**src/rtl/pic_pkg.sv**
```systemverilog
// Shared types and helpers for the 8259-style interrupt priority unit.
// Latency: none (types and pure functions only).
// Backpressure: not applicable.
package pic_pkg;

    typedef enum logic [1:0] {
        IDLE = 2'd0,
        ACK1 = 2'd1,
        ACK2 = 2'd2
    } pic_ack_e;

    typedef logic [2:0] pic_lvl_t;

    typedef struct packed {
        logic     vld;
        pic_lvl_t lvl;
    } pic_hit_t;

    // Level reported when an acknowledge finds no unmasked request.
    localparam pic_lvl_t SPURIOUS_LVL = 3'd7;
    // Reset pointer: lowest priority at IR7, so IR0 is the highest.
    localparam pic_lvl_t LP_RST       = 3'd7;

    // Highest-priority set bit of vec, with lp+1 highest and lp lowest.
    function automatic pic_hit_t highest_bit(input logic [7:0] vec, input pic_lvl_t lp);
        pic_hit_t hit;
        pic_lvl_t idx;
        hit = '0;
        for (int i = 1; i <= 8; i++) begin
            idx = lp + pic_lvl_t'(i);
            if (!hit.vld && vec[idx]) begin
                hit.vld = 1'b1;
                hit.lvl = idx;
            end
        end
        return hit;
    endfunction

    // Priority rank of a level: 0 is highest (lp+1), 7 is lowest (lp).
    function automatic pic_lvl_t prio_rank(input pic_lvl_t lvl, input pic_lvl_t lp);
        return lvl - lp - 3'd1;
    endfunction

endpackage

```
**src/rtl/priority_resolver.sv**
```systemverilog
// Picks the highest-priority candidate and in-service level and decides int_req.
// Latency: purely combinational.
// Backpressure: none.
// Ports: cand/isr (8b vectors), lp (lowest-priority pointer) in;
//        cand_lvl/cand_vld, isr_lvl/isr_vld, req out.
module priority_resolver
    import pic_pkg::*;
(
    input  logic [7:0] cand,
    input  logic [7:0] isr,
    input  pic_lvl_t   lp,
    output pic_lvl_t   cand_lvl,
    output logic       cand_vld,
    output pic_lvl_t   isr_lvl,
    output logic       isr_vld,
    output logic       req
);

    pic_hit_t cand_hit;
    pic_hit_t isr_hit;

    always_comb begin
        cand_hit = highest_bit(cand, lp);
        isr_hit  = highest_bit(isr, lp);
        cand_vld = cand_hit.vld;
        cand_lvl = cand_hit.lvl;
        isr_vld  = isr_hit.vld;
        isr_lvl  = isr_hit.lvl;
        // Fully nested: only a strictly higher level may interrupt service.
        req      = cand_hit.vld &&
                   (!isr_hit.vld || (prio_rank(cand_hit.lvl, lp) < prio_rank(isr_hit.lvl, lp)));
    end

endmodule

```
**src/rtl/irq_priority_unit.sv**
```systemverilog
// IRR/ISR/IMR registers, nested priority resolution and two-pulse INTA vector sequence.
// Latency: IR rise -> IRR +1 clk, int_req +2 clk; vector valid on the edge detecting the 2nd INTA fall.
// Backpressure: none; inta_n paces the acknowledge sequence, IR lines are sampled every clock.
// Ports: clk, reset_n (sync, active low); ir, ltim, imr_wr/imr_data, base_wr/base_data,
//        eoi_ns, eoi_sp/eoi_level, rotate_en, auto_eoi, inta_n in;
//        int_req, vector, vector_valid, irr/isr/imr status out.
module irq_priority_unit
    import pic_pkg::*;
#(
    parameter logic [4:0] VECTOR_BASE_RST = 5'b00001
) (
    input  logic       clk,
    input  logic       reset_n,
    input  logic [7:0] ir,
    input  logic       ltim,
    input  logic       imr_wr,
    input  logic [7:0] imr_data,
    input  logic       base_wr,
    input  logic [4:0] base_data,
    input  logic       eoi_ns,
    input  logic       eoi_sp,
    input  logic [2:0] eoi_level,
    input  logic       rotate_en,
    input  logic       auto_eoi,
    input  logic       inta_n,
    output logic       int_req,
    output logic [7:0] vector,
    output logic       vector_valid,
    output logic [7:0] irr,
    output logic [7:0] isr,
    output logic [7:0] imr
);

    pic_ack_e   state;
    pic_ack_e   state_nxt;
    logic [7:0] ir_q;
    logic       inta_q;
    pic_lvl_t   lp;
    pic_lvl_t   lp_nxt;
    pic_lvl_t   lvl;
    logic       spur;
    logic [4:0] base;

    logic       inta_fall;
    logic       inta_rise;
    logic [7:0] cand;
    pic_lvl_t   cand_lvl;
    pic_lvl_t   isr_lvl;
    logic       cand_vld;
    logic       isr_vld;
    logic       req;

    logic       ack_start;
    logic       ack_vec;
    logic       ack_end;
    logic [7:0] ack_mask;
    logic [7:0] eoi_clr;
    logic [7:0] irr_nxt;
    logic [7:0] isr_nxt;

    assign inta_fall = inta_q & ~inta_n;
    assign inta_rise = ~inta_q & inta_n;
    assign cand      = irr & ~imr;

    priority_resolver u_resolver (
        .cand     (cand),
        .isr      (isr),
        .lp       (lp),
        .cand_lvl (cand_lvl),
        .cand_vld (cand_vld),
        .isr_lvl  (isr_lvl),
        .isr_vld  (isr_vld),
        .req      (req)
    );

    // Acknowledge sequencer.
    always_ff @(posedge clk) begin
        if (!reset_n) begin
            state <= IDLE;
        end else begin
            state <= state_nxt;
        end
    end

    always_comb begin
        state_nxt = state;
        ack_start = 1'b0;
        ack_vec   = 1'b0;
        ack_end   = 1'b0;
        case (state)
            IDLE: begin
                if (inta_fall) begin
                    state_nxt = ACK1;
                    ack_start = 1'b1;
                end
            end
            ACK1: begin
                if (inta_fall) begin
                    state_nxt = ACK2;
                    ack_vec   = 1'b1;
                end
            end
            ACK2: begin
                if (inta_rise) begin
                    state_nxt = IDLE;
                    ack_end   = 1'b1;
                end
            end
            default: state_nxt = IDLE;
        endcase
    end

    // Register next values. EOI clears are built first and the first-fall
    // set is OR-ed in afterwards, so an EOI aimed at the level being
    // acknowledged in the same cycle cannot undo the new in-service bit.
    always_comb begin
        ack_mask = '0;
        if (ack_start && cand_vld) begin
            ack_mask[cand_lvl] = 1'b1;
        end

        eoi_clr = '0;
        lp_nxt  = lp;
        if (eoi_sp) begin
            eoi_clr[eoi_level] = 1'b1;
        end else if (eoi_ns && isr_vld) begin
            eoi_clr[isr_lvl] = 1'b1;
            if (rotate_en) begin
                lp_nxt = isr_lvl;
            end
        end
        // A spurious acknowledge never touched ISR, so its end neither clears nor rotates.
        if (ack_end && !spur) begin
            if (auto_eoi) begin
                eoi_clr[lvl] = 1'b1;
            end
            if (rotate_en) begin
                lp_nxt = lvl;
            end
        end

        isr_nxt = (isr & ~eoi_clr) | ack_mask;

        if (ltim) begin
            irr_nxt = ir & ~ack_mask;
        end else begin
            // Edge requests latch on a rising edge and hold only while the line stays high.
            irr_nxt = (irr | (ir & ~ir_q)) & ir & ~ack_mask;
        end
    end

    always_ff @(posedge clk) begin
        if (!reset_n) begin
            ir_q         <= '0;
            inta_q       <= 1'b1;
            irr          <= '0;
            isr          <= '0;
            imr          <= '0;
            lp           <= LP_RST;
            lvl          <= '0;
            spur         <= 1'b0;
            base         <= VECTOR_BASE_RST;
            int_req      <= 1'b0;
            vector       <= '0;
            vector_valid <= 1'b0;
        end else begin
            ir_q   <= ir;
            inta_q <= inta_n;
            irr    <= irr_nxt;
            isr    <= isr_nxt;
            lp     <= lp_nxt;
            if (imr_wr) begin
                imr <= imr_data;
            end
            if (base_wr) begin
                base <= base_data;
            end
            // Request is held low for the whole acknowledge sequence.
            int_req <= (state == IDLE) && !inta_fall && req;
            if (ack_start) begin
                lvl  <= cand_vld ? cand_lvl : SPURIOUS_LVL;
                spur <= !cand_vld;
            end
            if (ack_vec) begin
                vector       <= {base, lvl};
                vector_valid <= 1'b1;
            end else if (ack_end) begin
                vector       <= '0;
                vector_valid <= 1'b0;
            end
        end
    end

endmodule

```
**config.mk**
```make
export PLATFORM = sky130hd
export DESIGN_NAME = irq_priority_unit
export DESIGN_NICKNAME = d
export VERILOG_FILES = /design/src/rtl/pic_pkg.sv /design/src/rtl/priority_resolver.sv /design/src/rtl/irq_priority_unit.sv
export SDC_FILE = /design/constraint.sdc
export NUM_CORES = 1
export LEC_CHECK = 0
export ABC_AREA = 1
export CORE_MARGIN = 2
export CORE_UTILIZATION = 57
export CTS_CLUSTER_DIAMETER = 50
export DETAILED_ROUTE_END_ITERATION = 6
export PLACE_DENSITY_LB_ADDON = 0.08
export RECOVER_POWER = 50
export SLEW_MARGIN = 20
export SYNTH_ARGS = -nofsm -noshare
export SYNTH_HDL_FRONTEND = slang
export SYNTH_SLANG_ARGS = --single-unit
export TNS_END_PERCENT = 100
```
**constraint.sdc**
```tcl
create_clock -name clk -period 10.05 [get_ports clk]
set_clock_uncertainty 0.1 [all_clocks]
set_input_delay 1.5075 -clock clk [delete_from_list [all_inputs] [get_ports clk]]
set_output_delay 1.5075 -clock clk [all_outputs]
set_load 0.02 [all_outputs]
```
* After elaboration in Yosys (flattened, before gate mapping)
Index checks and enable logic that the tools add are counted.
** Operators by class
- $add $sub $neg :: 11
- $lt $le $gt $ge :: 17
- Eq/ne operators :: 5
- Multiplexer cells :: 81
- Bitwise operators :: 17
- Reduce and logical (&&, ||, !) cells :: 46
** Operators with widths (count)
- 4-bit two-way mux :: 16
- 8-bit two-way mux :: 8
- 8-bit AND :: 6
- 1-bit binary-select mux with 3-bit select :: 16
- 3-bit by 4-bit less-than comparator with 1-bit output (second input constant) :: 12
- 8-bit inverter :: 4
- 1-bit two-way mux :: 27
- 1-bit logical AND :: 24
- 8-bit OR :: 3
- 1-bit logical NOT :: 18
- 3-bit two-way mux :: 6
- 3-bit adder (second input constant) :: 4
- 1-bit demux with 3-bit select :: 4
- 3-bit by 1-bit greater-or-equal comparator with 1-bit output (second input constant) :: 4
- 3-bit by 2-bit adder with 3-bit output (second input constant) :: 2
- 2-bit two-way mux :: 3
- 2-bit != test (second input constant) :: 3
- 2-bit one-hot mux with 3 select lines :: 1
- 3-bit by 1-bit subtractor with 3-bit output (second input constant) :: 2
- 3-bit subtractor :: 2
- 3-bit by 1-bit adder with 3-bit output (second input constant) :: 1
- 3-bit less-than comparator :: 1
- 3-bit AND reduction :: 1
- 1-bit AND :: 2
- other kinds (6) :: 7
** Storage, ports and cells
- Register bits :: 57
- Output and inout bits :: 34
- Word-level logic and storage cells :: 190

* Longest topological paths before layout
Gate-level depths: netlist of run 1.
- Depth in word-level cells :: 37
- Depth in mapped cells :: 25

* By module
From an unflattened synthesis of run 1, not the netlist that was laid out.
** Unflattened totals
- Cell total of the unflattened synthesis :: 632
- Area total of the unflattened synthesis :: 3878.7 sq um
** Modules (own cells, without submodules)
- irq_priority_unit :: instances 1, cells an instance 363, area each 2471.1 sq um, seq. area each 1141.1 sq um
- priority_resolver :: instances 1, cells an instance 269, area each 1407.6 sq um, seq. area each 0.0 sq um

* Least setup slack after synthesis of run 1
Ideal clock, no wire load.
- Kind :: reg2reg
- From :: register lp[1]
- To :: register int_req
- Setup time :: 70 ps
- Data arrival time :: 3761 ps
- Data required time :: 9880 ps
- Setup slack :: 6120 ps
- Cell stages (with the launch flop) :: 24
- Path buffers :: 2
- Clock period less this slack :: 3930 ps
- Cells stage by stage :: dfxtp_1 > inv_1 > buf_2 > ha_1 > inv_1 > buf_2 > nand3_1 > nand3_2 > nand2_2 > nor2_4 > nand3_1 > inv_1 > nor2_1 > nor2_1 > nand3_1 > nand2_1 > inv_1 > ha_1 > fa_1 > xnor3_1 > ha_1 > a21oi_1 > nand2_1 > a21oi_1
** Between the ends
- Word-level cells in the longest chain between the ends :: 31
- Elaborated cells on any way between the ends :: 92
** RTL lines
- start: declaration :: RTL line irq_priority_unit.sv:38 : pic_lvl_t lp;
- start signal: assignment :: RTL line irq_priority_unit.sv:171 : lp <= lp_nxt;
- 3-bit by 1-bit adder with 3-bit output :: RTL line pic_pkg.sv:30 : idx = lp + pic_lvl_t'(i);
- 1-bit binary-select mux with 3-bit select :: RTL line pic_pkg.sv:31 : if (!hit.vld && vec[idx]) begin
- 1-bit two-way mux (implied by the code) :: RTL line pic_pkg.sv:31
- 4-bit two-way mux :: RTL line pic_pkg.sv:31
- 1-bit logical NOT :: RTL line pic_pkg.sv:31
- 1-bit logical AND :: RTL line pic_pkg.sv:31
- 4-bit two-way mux :: RTL line pic_pkg.sv:31
- 1-bit logical NOT :: RTL line pic_pkg.sv:31
- [15 not listed]
- 1-bit logical AND :: RTL line pic_pkg.sv:31
- 4-bit two-way mux :: RTL line pic_pkg.sv:31
- 3-bit subtractor :: RTL line pic_pkg.sv:41 : return lvl - lp - 3'd1;
- 3-bit by 1-bit subtractor with 3-bit output :: RTL line pic_pkg.sv:41
- 3-bit less-than comparator :: RTL line priority_resolver.sv:31 : (!isr_hit.vld || (prio_rank(cand_hit.lvl, lp) < prio_rank(isr_hit.lvl, lp)));
- 1-bit logical OR :: RTL line priority_resolver.sv:31
- 1-bit logical AND (*) :: RTL line priority_resolver.sv:30 : req = cand_hit.vld &&
- 1-bit logical AND (*) :: RTL line irq_priority_unit.sv:179 : int_req <= (state == IDLE) && !inta_fall && req;
- end signal: assignment :: RTL line irq_priority_unit.sv:179
- end: declaration :: RTL line irq_priority_unit.sv:26 : output logic int_req,
Mark *: on every way between the ends. The rest lies on a longest branch, timed or not. The select of a mux whose other input is x is not followed.
A chain may end at the register's enable or synchronous reset.

* Worst setup path in the final report of run 1
Ends and elaborated chain as after synthesis.

==> results.py, run 1 <==
metrics = {
    "sta": {
        "fin_tns_setup_ns": 0,
        "worst_slew_pin_slew_ns": 1.20,
        "fin_ws_ns": 4.85,
        "setup_viol": 0,
        "final_max_slew_viol_count": 0,
        "relSlewSlack": 0.201,
        "fmax_mhz": 192,
        "min_period_ns": 5.20,
        "rsz0062_at_grt": "false",
        "finalCritPeriodShare": 0.517,
        "finalHoldViolCount": 0,
    },
    "clocking": {
        "cts.root.buffer_cell": "clkbuf_8",
        "postCtsSetupBuffers": 0,
        "cts_tree": "done",
        "cts_buffers": 9,
        "cts-htree-levels": 3,
        "postCtsHoldBufs": 0,
        "clk_latency_ns": 0.34,
        "cts_resized": 0,
        "path_clk_slew_ns": 0.07,
        "cts.sinks": 57,
        "clockBufferDepth": 2,
    },
    "routing": {
        "wirelength_um": 10500,
        "drc": 0,
        "wire_per_inst_um": 14.7,
        "vias": 4082,
        "antenna_left": 0,
        "drtIter0Drc": 243,
        "avgViaCountPerCell": 5.69,
        "drtPass1Iterations": 5,
    },
    "final_layout": {
        "layout-drive-gt1-share": 0.0703,
        "diodes": 0,
        "area_growth_pct": 22.9,
        "nets": 677,
    },
    "synth": {
        "async_reset_ff_frac": 0,
        "synth_seq_cells": 57,
        "syn_area_um2": 3740,
        "ys_seq_area_frac": 0.305,
        "ys_warn_count": 0,
        "synthFlopType": "dfxtp_1",
        "synth-edff-count": 0,
        "syn_nets": 615,
        "synth_cell_types": 42,
        "synth_cells": 573,
        "syn_avg_cell_area_um2": 6.53,
    },
    "status": {
        "outcome": "finished clean",
    },
    "die": {
        "io_pins": 68,
        "die-area_um2": 7230,
        "placementRows": 29,
        "die_x_um": 85.0,
        "coreArea_um2": 6350,
        "die_height_um": 85.0,
        "start_util": 0.589,
    },
    "power": {
        "power.density_nw_per_um2": 405,
        "power.internal_mw": 0.841,
        "p_sw_mw": 1.02,
        "clockPowerShare": 0.111,
        "ir_worst_vdd_uv": 390,
        "switching_share": 0.549,
        "power.leakage_nw": 2.12,
        "comb_power_share": 0.722,
        "seqPwrFrac": 0.168,
    },
    "min_path": {
        "worstHoldPathCells": 2,
        "holdCritPathClass": "flop to flop",
    },
    "setup_path": {
        "cp_slowest_stage_delay_ns": 0.73,
        "start_kind": "flop",
        "path_cells": "inv_1, ha_1, inv_1, nand3_1, nand2_1, nand2_1, nand2_1, o21ai_0, nor2_1, nor2_1, nand3_1, nand2_1, inv_1, ha_1, fa_1, xnor3_1, ha_1, a21oi_1, nand2_1, a21oi_1",
        "cpMostUsedCell": "nand2_1",
        "cp_slowest_cell": "dfxtp_1",
        "path_depth": 20,
        "cp_max_fo": 16,
        "crit_family": "adder cells",
        "cp_data_arrival_time_ns": 5.37,
        "rr_worst_depth": 20,
        "end_kind": "flop",
        "path_class": "flop to flop",
        "critPathBufInv": 3,
        "worstPathRequired_ns": 10.22,
    },
    "global_route": {
        "grt_pass1_vias": 3702,
        "grt_first_pass_wirelength_um": 17300,
        "grt_usage": 0.300,
        "overflow": 0,
        "grt_max_degree": 30,
        "antenna_found_initial": 0,
    },
    "placement": {
        "port_buffers": 67,
        "post-place-ws_ns": 4.97,
        "dpl.hpwl_um": 8150,
        "place_congestion": 0.947,
    },
    "flow_run": {
        "drv_cap": 0,
    },
}
==> cell usage after synthesis, drive strengths merged, types with 3 or more instances <==
cell type,n,share of area
nand4,4,0.010
clkbuf,6,0.0060
nand2,123,0.13
dfxtp,57,0.30
o21ai,37,0.052
o211ai,5,0.010
ha,6,0.020
inv,69,0.070
a31oi,4,0.0067
a21oi,46,0.064
buf,11,0.021
nand3,111,0.16
xnor2,3,0.011
nand3b,4,0.0080
nor3b,8,0.016
nor2,64,0.076
==> final timing paths <==
path | slack (ns) | end | from
max reg2reg | 4.85 | int_req | lp[1]
min reg2reg | 0.36 | vector_valid | vector_valid
min | 0.36 | vector_valid | vector_valid
max | 4.85 | int_req | lp[1]
==> layout make-up <==
type                            instances  area, µm²
Clock buffer                           11        131
Clock inverter                          5       56.3
Fill cell                             540       1750
Inverter                               70        265
Multi-Input combinational cell        429       2240
Sequential cell                        57       1140
Tap cell                               77       96.3
Timing Repair Buffer                   68        674
==> kinds of logic (layout without fill, tap and decap cells) <==
kind of cell,Yosys count,count (layout),synth area share
and+or+nand+nor,316,316,0.396
AOI/OAI and AO/OA,99,99,0.147
buffers and inverters,87,154,0.0976
DFF,57,57,0.305
adders and majority gates,8,8,0.0308
xor gates and xnor gates,6,6,0.0237
==> worst min-delay path: cells and delay by family (launching register included) <==
| family | cells | cell delay, ns |
|---|---|---|
| AO/OA/AOI/OAI | 1 | 0.05 |
| flip-flops | 1 | 0.31 |
| AND/OR/NAND/NOR | 1 | 0.06 |
==> registers in the layout, indices dropped and copies added, names as in the netlist, 2 cells and up <==
signal,cells
lp,3
vector,8
imr,8
state,2
base,5
ir_q,8
lvl,3
irr,8
isr,8
==> layer usage <==
metal  vias to the layer above  track usage  share of wire  wire [µm]
met1                      1850        0.392           0.43       4530
met3                        35       0.0642          0.068        713
met4                         0        0.110          0.028        293
met2                       170        0.488           0.47       4970
li1                       2027            -              -          -
met5                         -            0              0          0
==> cells in the final DEF (no fill, tap or decap), types with 6 or more instances in the layout <==
master and count:
a21oi_1 44, clkdlybuf4s50_1 43, nor2_1 56, dfxtp_1 57
nand3_2 6, inv_1 66, o21ai_0 33, dlygate4sd3_1 24
nand3_1 105, nand2_1 119, ha_1 6, clkbuf_8 9
nor3b_1 8
==> stage by stage <==
step	area, µm²	hold WS (ns)	power, mW	std cells	utilization
after global placement	4420	0.340	1.61	701	0.696
after global routing	4600	0.387	2.06	717	0.725
after floorplan	3740	0.330	1.36	573	-
after CTS	4600	0.372	1.85	717	0.725
final	4600	0.359	1.86	717	0.725
after detailed placement	4420	0.360	1.64	701	0.696
==> power groups by stage <==
stage	combinational, mW	clock [mW]	sequential (mW)
after floorplan	1.05	0	0.306
after detailed placement	1.32	0	0.315
after CTS	1.33	0.208	0.310
after global routing	1.52	0.220	0.316
after global placement	1.29	0	0.314
final	1.34	0.206	0.313
No activity file was read; power rests on OpenSTA's default activity.
==> inputs of run 2 (changes only) <==
--- a/config.mk
+++ b/config.mk
@@ -7,7 +7,7 @@
 export LEC_CHECK = 0
 export ABC_AREA = 1
 export CORE_MARGIN = 2
-export CORE_UTILIZATION = 57
+export CORE_UTILIZATION = 53
 export CTS_CLUSTER_DIAMETER = 50
 export DETAILED_ROUTE_END_ITERATION = 6
 export PLACE_DENSITY_LB_ADDON = 0.08
==> constraint.sdc (replaced) <==
create_clock -name clk -period 5.1 [get_ports clk]
set_clock_uncertainty 0.1 [all_clocks]
set_input_delay 0.765 -clock clk [delete_from_list [all_inputs] [get_ports clk]]
set_output_delay 0.765 -clock clk [all_outputs]
set_load 0.02 [all_outputs]
==> run 2 against run 1 <==
  * Non-clock buffer count is 5 higher
  * Sequential cell count stayed put
  * Sequential power is 87% higher
  * Largest power group unchanged
==> results.py, run 2 (synthesis results as in run 1) <==
metrics = {
    "sta": {
        "setup_viol": 0,
        "fmax_mhz": 229,
        "fin_tns_setup_ns": 0,
        "fin_ws_ns": 0.733,
        "worst_slew_pin_slew_ns": 1.16,
        "min_period_ns": 4.37,
        "final_max_slew_viol_count": 0,
        "rsz0062_at_grt": "false",
        "finalHoldViolCount": 0,
        "relSlewSlack": 0.227,
        "finalCritPeriodShare": 0.856,
    },
    "min_path": {
        "hold_path_end": "vector_valid",
        "holdCritPathClass": "flop to flop",
        "worstHoldPathCells": 2,
        "holdCritStartpoint": "vector_valid",
    },
    "final_layout": {
        "seq_area_um2": 1140,
        "layout_common_cells": "119 x nand2_1, 105 x nand3_1, 66 x inv_1",
        "layout_commonest_cell": "nand2_1",
        "layout-drive-gt1-share": 0.0806,
        "multi_input_area_um2": 2240,
        "stdcell_count": 741,
        "nets": 682,
        "fillers": 622,
        "diodes": 0,
        "area_growth_pct": 24.1,
        "utilization": 0.680,
    },
    "placement": {
        "port_buffers": 67,
        "placedCellCount": 725,
        "dpl.hpwl_um": 8450,
        "post-place-ws_ns": 0.861,
        "place_congestion": 0.948,
    },
    "clocking": {
        "clk_latency_ns": 0.34,
        "cts_resized": 0,
        "cts_buffers": 9,
        "cts-htree-levels": 3,
        "path_clk_slew_ns": 0.07,
        "clockBufferDepth": 2,
        "cts.root.buffer_cell": "clkbuf_8",
        "postCtsHoldBufs": 0,
        "cts_tree": "done",
        "postCtsSetupBuffers": 0,
        "cts.sinks": 57,
    },
    "global_route": {
        "grt_max_degree": 30,
        "antenna_found_initial": 0,
        "grt_usage": 0.301,
        "overflow": 0,
        "grt_first_pass_wirelength_um": 18200,
        "grt_pass1_vias": 3890,
    },
    "routing": {
        "antenna_left": 0,
        "drc": 0,
        "wire_per_inst_um": 14.7,
        "drtIter0Drc": 293,
        "vias": 4103,
        "avgViaCountPerCell": 5.54,
        "drtPass1Iterations": 6,
        "wirelength_um": 10900,
    },
    "power": {
        "ir_worst_vdd_uv": 352,
        "power.leakage_nw": 2.13,
        "power.density_nw_per_um2": 795,
    },
    "setup_path": {
        "path_class": "flop to flop",
        "reg2reg_slack_ns": 0.73,
        "rr_worst_depth": 21,
        "start_kind": "flop",
        "r2r-start": "lp[0]",
        "cp_max_fo": 22,
        "end_kind": "flop",
        "worstPathRequired_ns": 5.26,
        "cp_data_arrival_time_ns": 4.53,
        "r2r_end": "int_req",
    },
    "die": {
        "die_height_um": 88.0,
        "io_pins": 68,
        "start_util": 0.548,
        "die-area_um2": 7750,
        "die_x_um": 88.0,
        "placementRows": 30,
        "coreArea_um2": 6830,
    },
    "flow_run": {
        "drv_cap": 0,
    },
    "status": {
        "outcome": "finished clean",
    },
}
[run 2: worst max path at each step]
stage / startpoint / endpoint / cells after the start
finish: lp[0] / int_req / 21
global route: lp[0] / int_req / 20
CTS: lp[0] / int_req / 21
detailed placement: lp[0] / int_req / 21
global placement: lp[0] / int_req / 21
floorplan: lp[1] / int_req / 23
[run 2: through the flow]
stage	power (mW)	hold WS (ns)	cell area [µm²]
global route	4.08	0.390	4640
finish	3.69	0.375	4640
floorplan	2.67	0.330	3740
detailed placement	3.26	0.364	4480
global placement	3.20	0.351	4480
CTS	3.66	0.378	4650
[run 2: power breakdown]
part           switching (mW)  internal, mW
combinational            1.79         0.951
clock                   0.193         0.175
sequential             0.0761         0.508
[run 2: final cells by class]
type	count	share of cell area
Clock buffer	9	0.0267
Timing Repair Buffer	73	0.153
Clock inverter	7	0.00997
Inverter	70	0.0571
Sequential cell	57	0.246
Tap cell	96	0.0259
Multi-Input combinational cell	429	0.481
[run 2: per-layer routing]
metal	wire, µm	GRT usage	up-vias
li1	-	-	2039
met1	4650	0.388	1859
met2	5190	0.511	174
met3	767	0.0603	31
met4	263	0.0895	0
met5	0	0	-
[run 2: worst max-delay path: stages, from the launching register on]
cell	delay, ns
dfxtp_1	0.37
inv_4	0.12
ha_1	0.49
inv_1	0.38
nand3_1	0.20
nand3_2	0.13
nand2_2	0.08
nor2_4	0.14
nand3_1	0.12
inv_1	0.07
nor2_1	0.04
nor2_1	0.11
nand3_1	0.12
nand2_1	0.12
inv_1	0.05
ha_1	0.18
fa_1	0.39
xnor3_1	0.36
ha_1	0.33
a21oi_1	0.17
nand2_1	0.07
a21oi_1	0.13
==> inputs of run 3 (changes only) <==
--- a/config.mk
+++ b/config.mk
@@ -9,6 +9,7 @@
 export CORE_MARGIN = 2
 export CORE_UTILIZATION = 53
 export CTS_CLUSTER_DIAMETER = 50
+export CTS_CLUSTER_SIZE = 16
 export DETAILED_ROUTE_END_ITERATION = 6
 export PLACE_DENSITY_LB_ADDON = 0.08
 export RECOVER_POWER = 50
==> results of run 3 <==
Final layout, timing and power as in run 2 (identical DEF).
